**config.mk**
```make
export PLATFORM = sky130hd
export DESIGN_NAME = shift_normalizer
export DESIGN_NICKNAME = d
export VERILOG_FILES = /design/src/rtl/shift_normalizer.sv
export SDC_FILE = /design/constraint.sdc
export NUM_CORES = 1
export LEC_CHECK = 0
export ABC_CLOCK_PERIOD_IN_PS = 1800
export CORE_ASPECT_RATIO = 0.9
export CORE_MARGIN = 5
export CORE_UTILIZATION = 44
export DETAILED_ROUTE_END_ITERATION = 12
export PLACE_DENSITY = 0.78
export SLEW_MARGIN = 20
export SYNTH_ARGS = -nofsm -noshare
export SYNTH_HDL_FRONTEND = slang
export SYNTH_SLANG_ARGS = --single-unit
```
**constraint.sdc**
```tcl
create_clock -name clk -period 1.8 [get_ports clk]
set_input_delay 0.18 -clock clk [delete_from_list [all_inputs] [get_ports clk]]
set_output_delay 0.18 -clock clk [all_outputs]
set_load 0.02 [all_outputs]
```
**src/rtl/shift_normalizer.sv**
```systemverilog
// shift_normalizer: iterative left-shift normalizer.
// Takes one operand over a valid/ready handshake and shifts it left one bit
// per clock until normalized. It returns the normalized word, the shift count
// and an all-zero flag.
// Optional feature macro: SHIFT_NORM_SIGNED_EN. When it is defined, in_signed
// selects two's-complement normalization. When it is undefined, every operand
// is normalized unsigned and in_signed is ignored.
module shift_normalizer #(
  parameter  int WIDTH = 8,
  localparam int CNT_W = $clog2(WIDTH + 1)
) (
  input  logic             clk,
  input  logic             nrst,
  input  logic             in_valid,
  output logic             in_ready,
  input  logic [WIDTH-1:0] in_data,
  input  logic             in_signed,
  output logic             out_valid,
  input  logic             out_ready,
  output logic [WIDTH-1:0] out_data,
  output logic [CNT_W-1:0] out_cnt,
  output logic             out_zero
);

  typedef enum logic [1:0] {IDLE, SHIFT, DONE} state_t;

  state_t           state_q, state_d;
  logic [WIDTH-1:0] data_q, data_d;
  logic [CNT_W-1:0] cnt_q, cnt_d;
  logic             zero_q, zero_d;
  logic             norm;

`ifdef SHIFT_NORM_SIGNED_EN
  logic sgn_q, sgn_d;

  // Signed operands are normalized once the top two bits differ.
  always_comb begin
    norm = sgn_q ? (data_q[WIDTH-1] ^ data_q[WIDTH-2]) : data_q[WIDTH-1];
  end

  // Signed-mode flag, captured together with the operand.
  always_ff @(posedge clk or negedge nrst) begin
    if (!nrst) sgn_q <= 1'b0;
    else       sgn_q <= sgn_d;
  end
`else
  logic unused_in_signed;
  assign unused_in_signed = in_signed;

  // Unsigned only: the operand is normalized once the MSB is set.
  always_comb begin
    norm = data_q[WIDTH-1];
  end
`endif

  // Next-state and datapath update. Zero is checked before normalization,
  // so an all-zero word finishes on the first evaluation.
  always_comb begin
    state_d = state_q;
    data_d  = data_q;
    cnt_d   = cnt_q;
    zero_d  = zero_q;
`ifdef SHIFT_NORM_SIGNED_EN
    sgn_d   = sgn_q;
`endif
    case (state_q)
      IDLE: begin
        if (in_valid) begin
          data_d  = in_data;
          cnt_d   = '0;
          zero_d  = 1'b0;
`ifdef SHIFT_NORM_SIGNED_EN
          sgn_d   = in_signed;
`endif
          state_d = SHIFT;
        end
      end
      SHIFT: begin
        if (data_q == '0) begin
          zero_d  = 1'b1;
          cnt_d   = CNT_W'(WIDTH);
          state_d = DONE;
        end else if (norm) begin
          state_d = DONE;
        end else begin
          data_d = {data_q[WIDTH-2:0], 1'b0};
          cnt_d  = cnt_q + CNT_W'(1);
        end
      end
      DONE: begin
        if (out_ready) state_d = IDLE;
      end
      default: state_d = IDLE;
    endcase
  end

  // State and result registers. Reset drops any in-flight operand.
  always_ff @(posedge clk or negedge nrst) begin
    if (!nrst) begin
      state_q <= IDLE;
      data_q  <= '0;
      cnt_q   <= '0;
      zero_q  <= 1'b0;
    end else begin
      state_q <= state_d;
      data_q  <= data_d;
      cnt_q   <= cnt_d;
      zero_q  <= zero_d;
    end
  end

  // All outputs are driven straight from registers or decoded from the state.
  assign in_ready  = (state_q == IDLE);
  assign out_valid = (state_q == DONE);
  assign out_data  = data_q;
  assign out_cnt   = cnt_q;
  assign out_zero  = zero_q;

endmodule

```
==> results of run 1 <==
[cell families (layout without fill, tap and decap cells)]
family | after synthesis | count (layout) | share of synthesized area, %
muxes | 6 | 6 | 7.81
buffers and inverters | 10 | 46 | 4.90
and+or+nand+nor | 30 | 30 | 22.1
xor gates and xnor gates | 1 | 1 | 1.07
AOI/OAI and AO/OA | 20 | 20 | 16.7
adders and majority gates | 1 | 1 | 1.53
DFF | 15 | 15 | 45.9
[synthesized netlist by cell type]
library cell	instances	area share, %
o21ai_0	2	1.2
a21oi_1	7	4.3
mux2i_1	3	3.7
a32o_1	2	2.5
ha_1	1	1.5
dfrtp_1	15	46
nor2_1	8	3.7
nand2_2	1	0.77
nor3b_2	2	3.1
o21a_1	1	0.92
nand4_1	1	0.77
inv_1	5	2.3
nand2_1	5	2.3
o31ai_1	1	0.92
clkbuf_1	2	0.92
o21ai_1	1	0.61
inv_2	1	0.46
nand2b_1	6	4.6
o2bb2ai_1	1	1.1
nor2b_1	1	0.77
mux2_1	3	4.1
a31oi_1	1	0.77
a211oi_1	1	0.92
o22ai_1	2	1.5
nor3b_1	2	1.8
buf_2	2	1.2
a21oi_4	1	2.0
nor4_2	2	3.1
xnor2_1	1	1.1
nor3_1	2	1.2
[cell usage in the layout (no fill, tap or decap), types with 3 or more instances in the layout]
master / n
mux2i_1: 3
nand2b_1: 6
nand2_1: 5
nor2_1: 8
buf_4: 10
a21oi_1: 7
clkdlybuf4s50_1: 25
inv_1: 5
dfrtp_1: 14
mux2_1: 3
clkbuf_4: 3
[routing by layer]
layer / share of wire [%] / vias up / GRT usage, %
li1: - / 367 / -
met1: 44 / 344 / 18.2
met2: 49 / 20 / 26.4
met3: 3.1 / 8 / 2.27
met4: 3.9 / 0 / 10.9
met5: 0 / - / 0
[worst max-delay path by stage]
stage,from,endpoint,depth (start not counted)
floorplan,out_data[4]$_DFFE_PN0P_,out_data[4]$_DFFE_PN0P_,4
global placement,out_data[1]$_DFFE_PN0P_,out_data[5]$_DFFE_PN0P_,4
detailed placement,in_valid,out_data[4]$_DFFE_PN0P_,5
CTS,state_q[0]$_DFFE_PN0P_,out_valid,2
global route,state_q[0]$_DFFE_PN0P_,in_ready,2
finish,state_q[0]$_DFFE_PN0P_,in_ready,2
[report_power, final]
group / leakage (nW) / switching, mW / internal [mW]
sequential: 0.189 / 0.153 / 0.471
combinational: 0.317 / 0.568 / 0.553
clock: 0.0177 / 0.114 / 0.0826
total: 0.524 / 0.835 / 1.11
[flip-flops by register name (all words and copies together) (netlist names)]
register / flops
out_zero: 1
out_cnt: 4
out_data: 8
state_q: 2
[cell type report]
class / instances / area, sq um / area share [%]
multi-input cells: 58 / 402 / 33.6
repair buffers: 36 / 338 / 28.2
well taps: 24 / 30.0 / 2.51
clock inverters: 1 / 5.00 / 0.418
inverters: 6 / 22.5 / 1.88
clock buffers: 3 / 22.5 / 1.88
flip-flops and latches: 15 / 377 / 31.5
[what timing repair did]
item,in CTS,in global routing
pin swaps,0,1
endpoints found under the setup margin,1,2
gates resized for setup,1,1
[metrics by stage]
step,area (sq um),hold slack (ns)
floorplan,817,-0.116
global placement,1160,0.511
detailed placement,1160,0.513
CTS,1190,0.193
global route,1200,0.205
finish,1200,0.194
==> results.toml, run 1 <==
[setup_path]
reg2reg_depth = 4
required_ns = 1.62
crit_path_end_kind = "output pin"
crit_fanout = 9
critical_path.top_delay_family = "buffers and inverters"
r2r-end = "out_data[5]$_DFFE_PN0P_"
worstPathCellList = "nor2_1 -> clkdlybuf4s50_1"
slowest_stage = "clkdlybuf4s50_1"
r2r_setup_slack_ns = 0.12
cpPeakStageDelay_ns = 0.62
start_kind = "register"
critical_path_class = "register to output pin"
path_buf_inv = 1
cp.arrival_ns = 1.52
r2r_start = "out_data[0]$_DFFE_PN0P_"

[grt]
grt_pass1_wl_um = 3350
grt_pass1_vias = 715
grt_max_degree = 16
track_usage_pct = 15.5
antenna_found_initial = 0
overflow = 0

[sta]
fin_skew_ns = 0.00603
post-route-period-util_pct = 94.4
final.setup.worst_slack_ns = 0.101
fmax_mhz = 589
drv_slew = 0
finalSetupTns_ns = 0
finalSetupViolCount = 0
worst_pin_slew_ns = 0.448
max-slew-margin-rel_pct = 70.0
finalHoldViolations = 0
rsz0062_at_grt = "false"
fin_crit_ns = 1.70

[logic_synthesis]
ys_seq_elements = 15
syn_inst = 83
synthesis.nets = 97
ys.warnings.count = 0
avgSynthCellArea_sq_um = 9.84
ys_seq_area_share_pct = 45.9
ys_types = 30
netlist_area_sq_um = 817

[flow_run]
cap_violations = 0

[floorplanning]
start_util_pct = 47.6
pin_count = 28
die_x_um = 55.4
core_area_sq_um = 1720
die_area_sq_um = 2820
rows = 14
dieHeight_um = 50.9

[routing]
num_vias = 739
first_iter_violations = 20
wirelength_um = 2050
drc = 0
wire_per_inst_um = 14.3
firstDrtPassIters = 4
ant_nets = 0
via_per_inst = 5.17

[placement]
hpwl_um = 1570
place_congestion = 0.788
place_inst = 139
pre_cts_slack_ns = 0.115
io_buffer_count = 26

[clock_tree]
ctsHtreeMaxLevel = 1
cts_tree = "done"
cts_setup_buffers = 0
clock_tree.buffer_depth = 2
clk_latency_ns = 0.29
clk_pin_slew_worst_paths_ns = 0.10
cts_root_buf = "clkbuf_4"
cts_buffers = 3
cts.sinks = 15
ctsHoldBuffers = 0

[worst_hold_path]
holdCritPathClass = "input port to async pin"

[finish]
antennaDiodeCount = 0
drive_gt1_share_pct = 18.5
final_util_pct = 69.7
finalNonFillerCells = 143
syn2layout_area_growth_pct = 46.4
fin_nets = 134
num-fill-cells = 140

[pwr]
power_mw = 1.94
ir_drop_mv = 1.14
powerDensity_nw_per_um2 = 1620
power.static_leakage_nw = 0.524

[status]
status = "completed"
Note: power is estimated with default switching activity, not from simulation.
==> run 2: changes to the inputs <==
ABC_CLOCK_PERIOD_IN_PS = 2000   (was 1800)
CORE_UTILIZATION = 47   (was 44)
PLACE_DENSITY = 0.82   (was 0.78)
clock period = 2 ns   (was 1.8 ns; I/O delays follow)
==> run 2 against run 1 <==
  * Via count shrank 5.0%
  * Combinational power shrank 19%
  * Sequential cell count is the same
==> results.toml, run 2 (synthesis results as in run 1) <==
[status]
status = "completed"

[pwr]
power.static_leakage_nw = 0.469
powerDensity_nw_per_um2 = 1460
ir_drop_mv = 0.864

[setup_path]
r2r_start = "out_data[1]$_DFFE_PN0P_"
setup.worst_path.start = "out_data[1]$_DFFE_PN0P_"
required_ns = 2.19
crit_fanout = 7
start_kind = "register"
cpPeakStageDelay_ns = 0.42
critical_path_class = "register to register"
worstPathCellList = "nor4_2 -> nand2_2 -> a21oi_4 -> mux2_1"
slowest_stage = "dfrtp_1"
cp.arrival_ns = 2.02
crit_path_end_kind = "register"

[finish]
fin_area_sq_um = 1130
drive_gt1_share_pct = 11.7
layout_common_cells = "26 x clkdlybuf4s50_1, 15 x dfrtp_1, 8 x nor2_1"
fin_nets = 126
antennaDiodeCount = 0
regArea_sq_um = 375
syn2layout_area_growth_pct = 38.9
final_common_cell = "clkdlybuf4s50_1"
multi_input_area_sq_um = 402
num-fill-cells = 133
largest_reg_flops = 8

[routing]
num_vias = 702
first_iter_violations = 19
ant_nets = 0
via_per_inst = 5.20
wirelength_um = 1870
firstDrtPassIters = 6
drc = 0
wire_per_inst_um = 13.9

[floorplanning]
die_area_sq_um = 2670
start_util_pct = 49.1
core_area_sq_um = 1660
dieHeight_um = 49.6
die_x_um = 54.0
rows = 14
pin_count = 28

[sta]
rsz0062_at_grt = "false"
drv_slew = 0
fmax_mhz = 546
finalSetupViolCount = 0
fin_skew_ns = 0.00339
final.setup.worst_slack_ns = 0.168
fin_crit_ns = 1.83
max-slew-margin-rel_pct = 54.0
worst_pin_slew_ns = 0.687
finalHoldViolations = 0
post-route-period-util_pct = 91.6
finalSetupTns_ns = 0

[clock_tree]
clk_pin_slew_worst_paths_ns = 0.09
cts_setup_buffers = 0
cts_buffers = 3
ctsHoldBuffers = 0
clock_tree.buffer_depth = 2
ctsHtreeMaxLevel = 1
cts_tree = "done"
cts.sinks = 15
cts_resized = 0
cts_root_buf = "clkbuf_4"
clk_latency_ns = 0.29

[grt]
antenna_found_initial = 0
track_usage_pct = 16.1
grt_pass1_vias = 667
grt_pass1_wl_um = 3130
grt_max_degree = 17
overflow = 0

[placement]
pre_cts_slack_ns = 0.172
hpwl_um = 1390
place_congestion = 0.794
io_buffer_count = 26
place_area_sq_um = 1100

[worst_hold_path]
holdCritPathClass = "input port to async pin"

[flow_run]
cap_violations = 0
run 2: cell type report:
| cell class | instances | share of cell area (%) |
|---|---|---|
| multi-input combinational | 58 | 35.4 |
| tap | 24 | 2.65 |
| timing repair buffer | 28 | 24.3 |
| sequential | 15 | 33.1 |
| clock inverter | 1 | 0.662 |
| inverter | 6 | 1.98 |
| clock buffer | 3 | 1.98 |
run 2: through the flow:
stage / util, % / cells / total power, mW / hold slack (ns)
after floorplan: - / 83 / 1.11 / -0.0956
after global routing: 68.2 / 135 / 1.78 / 0.347
after global placement: 66.4 / 131 / 1.46 / 0.534
final: 68.2 / 135 / 1.66 / 0.313
after CTS: 68.2 / 135 / 1.68 / 0.321
after detailed placement: 66.4 / 131 / 1.49 / 0.541
run 2: routing by layer:
metal,track usage [%],wire length [um],vias up
li1,-,-,348
met1,22.5,860,337
met2,22.2,908,13
met3,4.82,77,4
met4,7.66,26,0
met5,0,0,-
run 2: critical path: cells and delay by family, from the launching register on:
family / cells / cell delay, ns
and+or+nand+nor: 2 / 0.59
DFF: 1 / 0.42
muxes: 1 / 0.36
AOI/OAI and AO/OA: 1 / 0.35
run 2: path summary, 6_finish.rpt:
check | end | slack, ns | cells after the start
worst max register to register | out_data[5]$_DFFE_PN0P_ | 0.17 | 4
worst max-delay path | out_data[5]$_DFFE_PN0P_ | 0.17 | 4
max in group asynchronous | out_cnt[3]$_DFFE_PN0P_ | 1.25 | 1
worst min register to register | out_zero$_DFFE_PN0P_ | 0.55 | 2
worst min-delay path | out_data[1]$_DFFE_PN0P_ | 0.31 | 1
min in group clk | state_q[1]$_DFFE_PN0P_ | 0.51 | 3
run 2: report_power, final:
part           total, mW  leakage, nW  internal, mW  switching (mW)
clock network      0.183       0.0139        0.0763           0.106
logic              0.906        0.264         0.432           0.474
registers          0.570        0.191         0.422           0.148
total               1.66        0.469         0.931           0.728
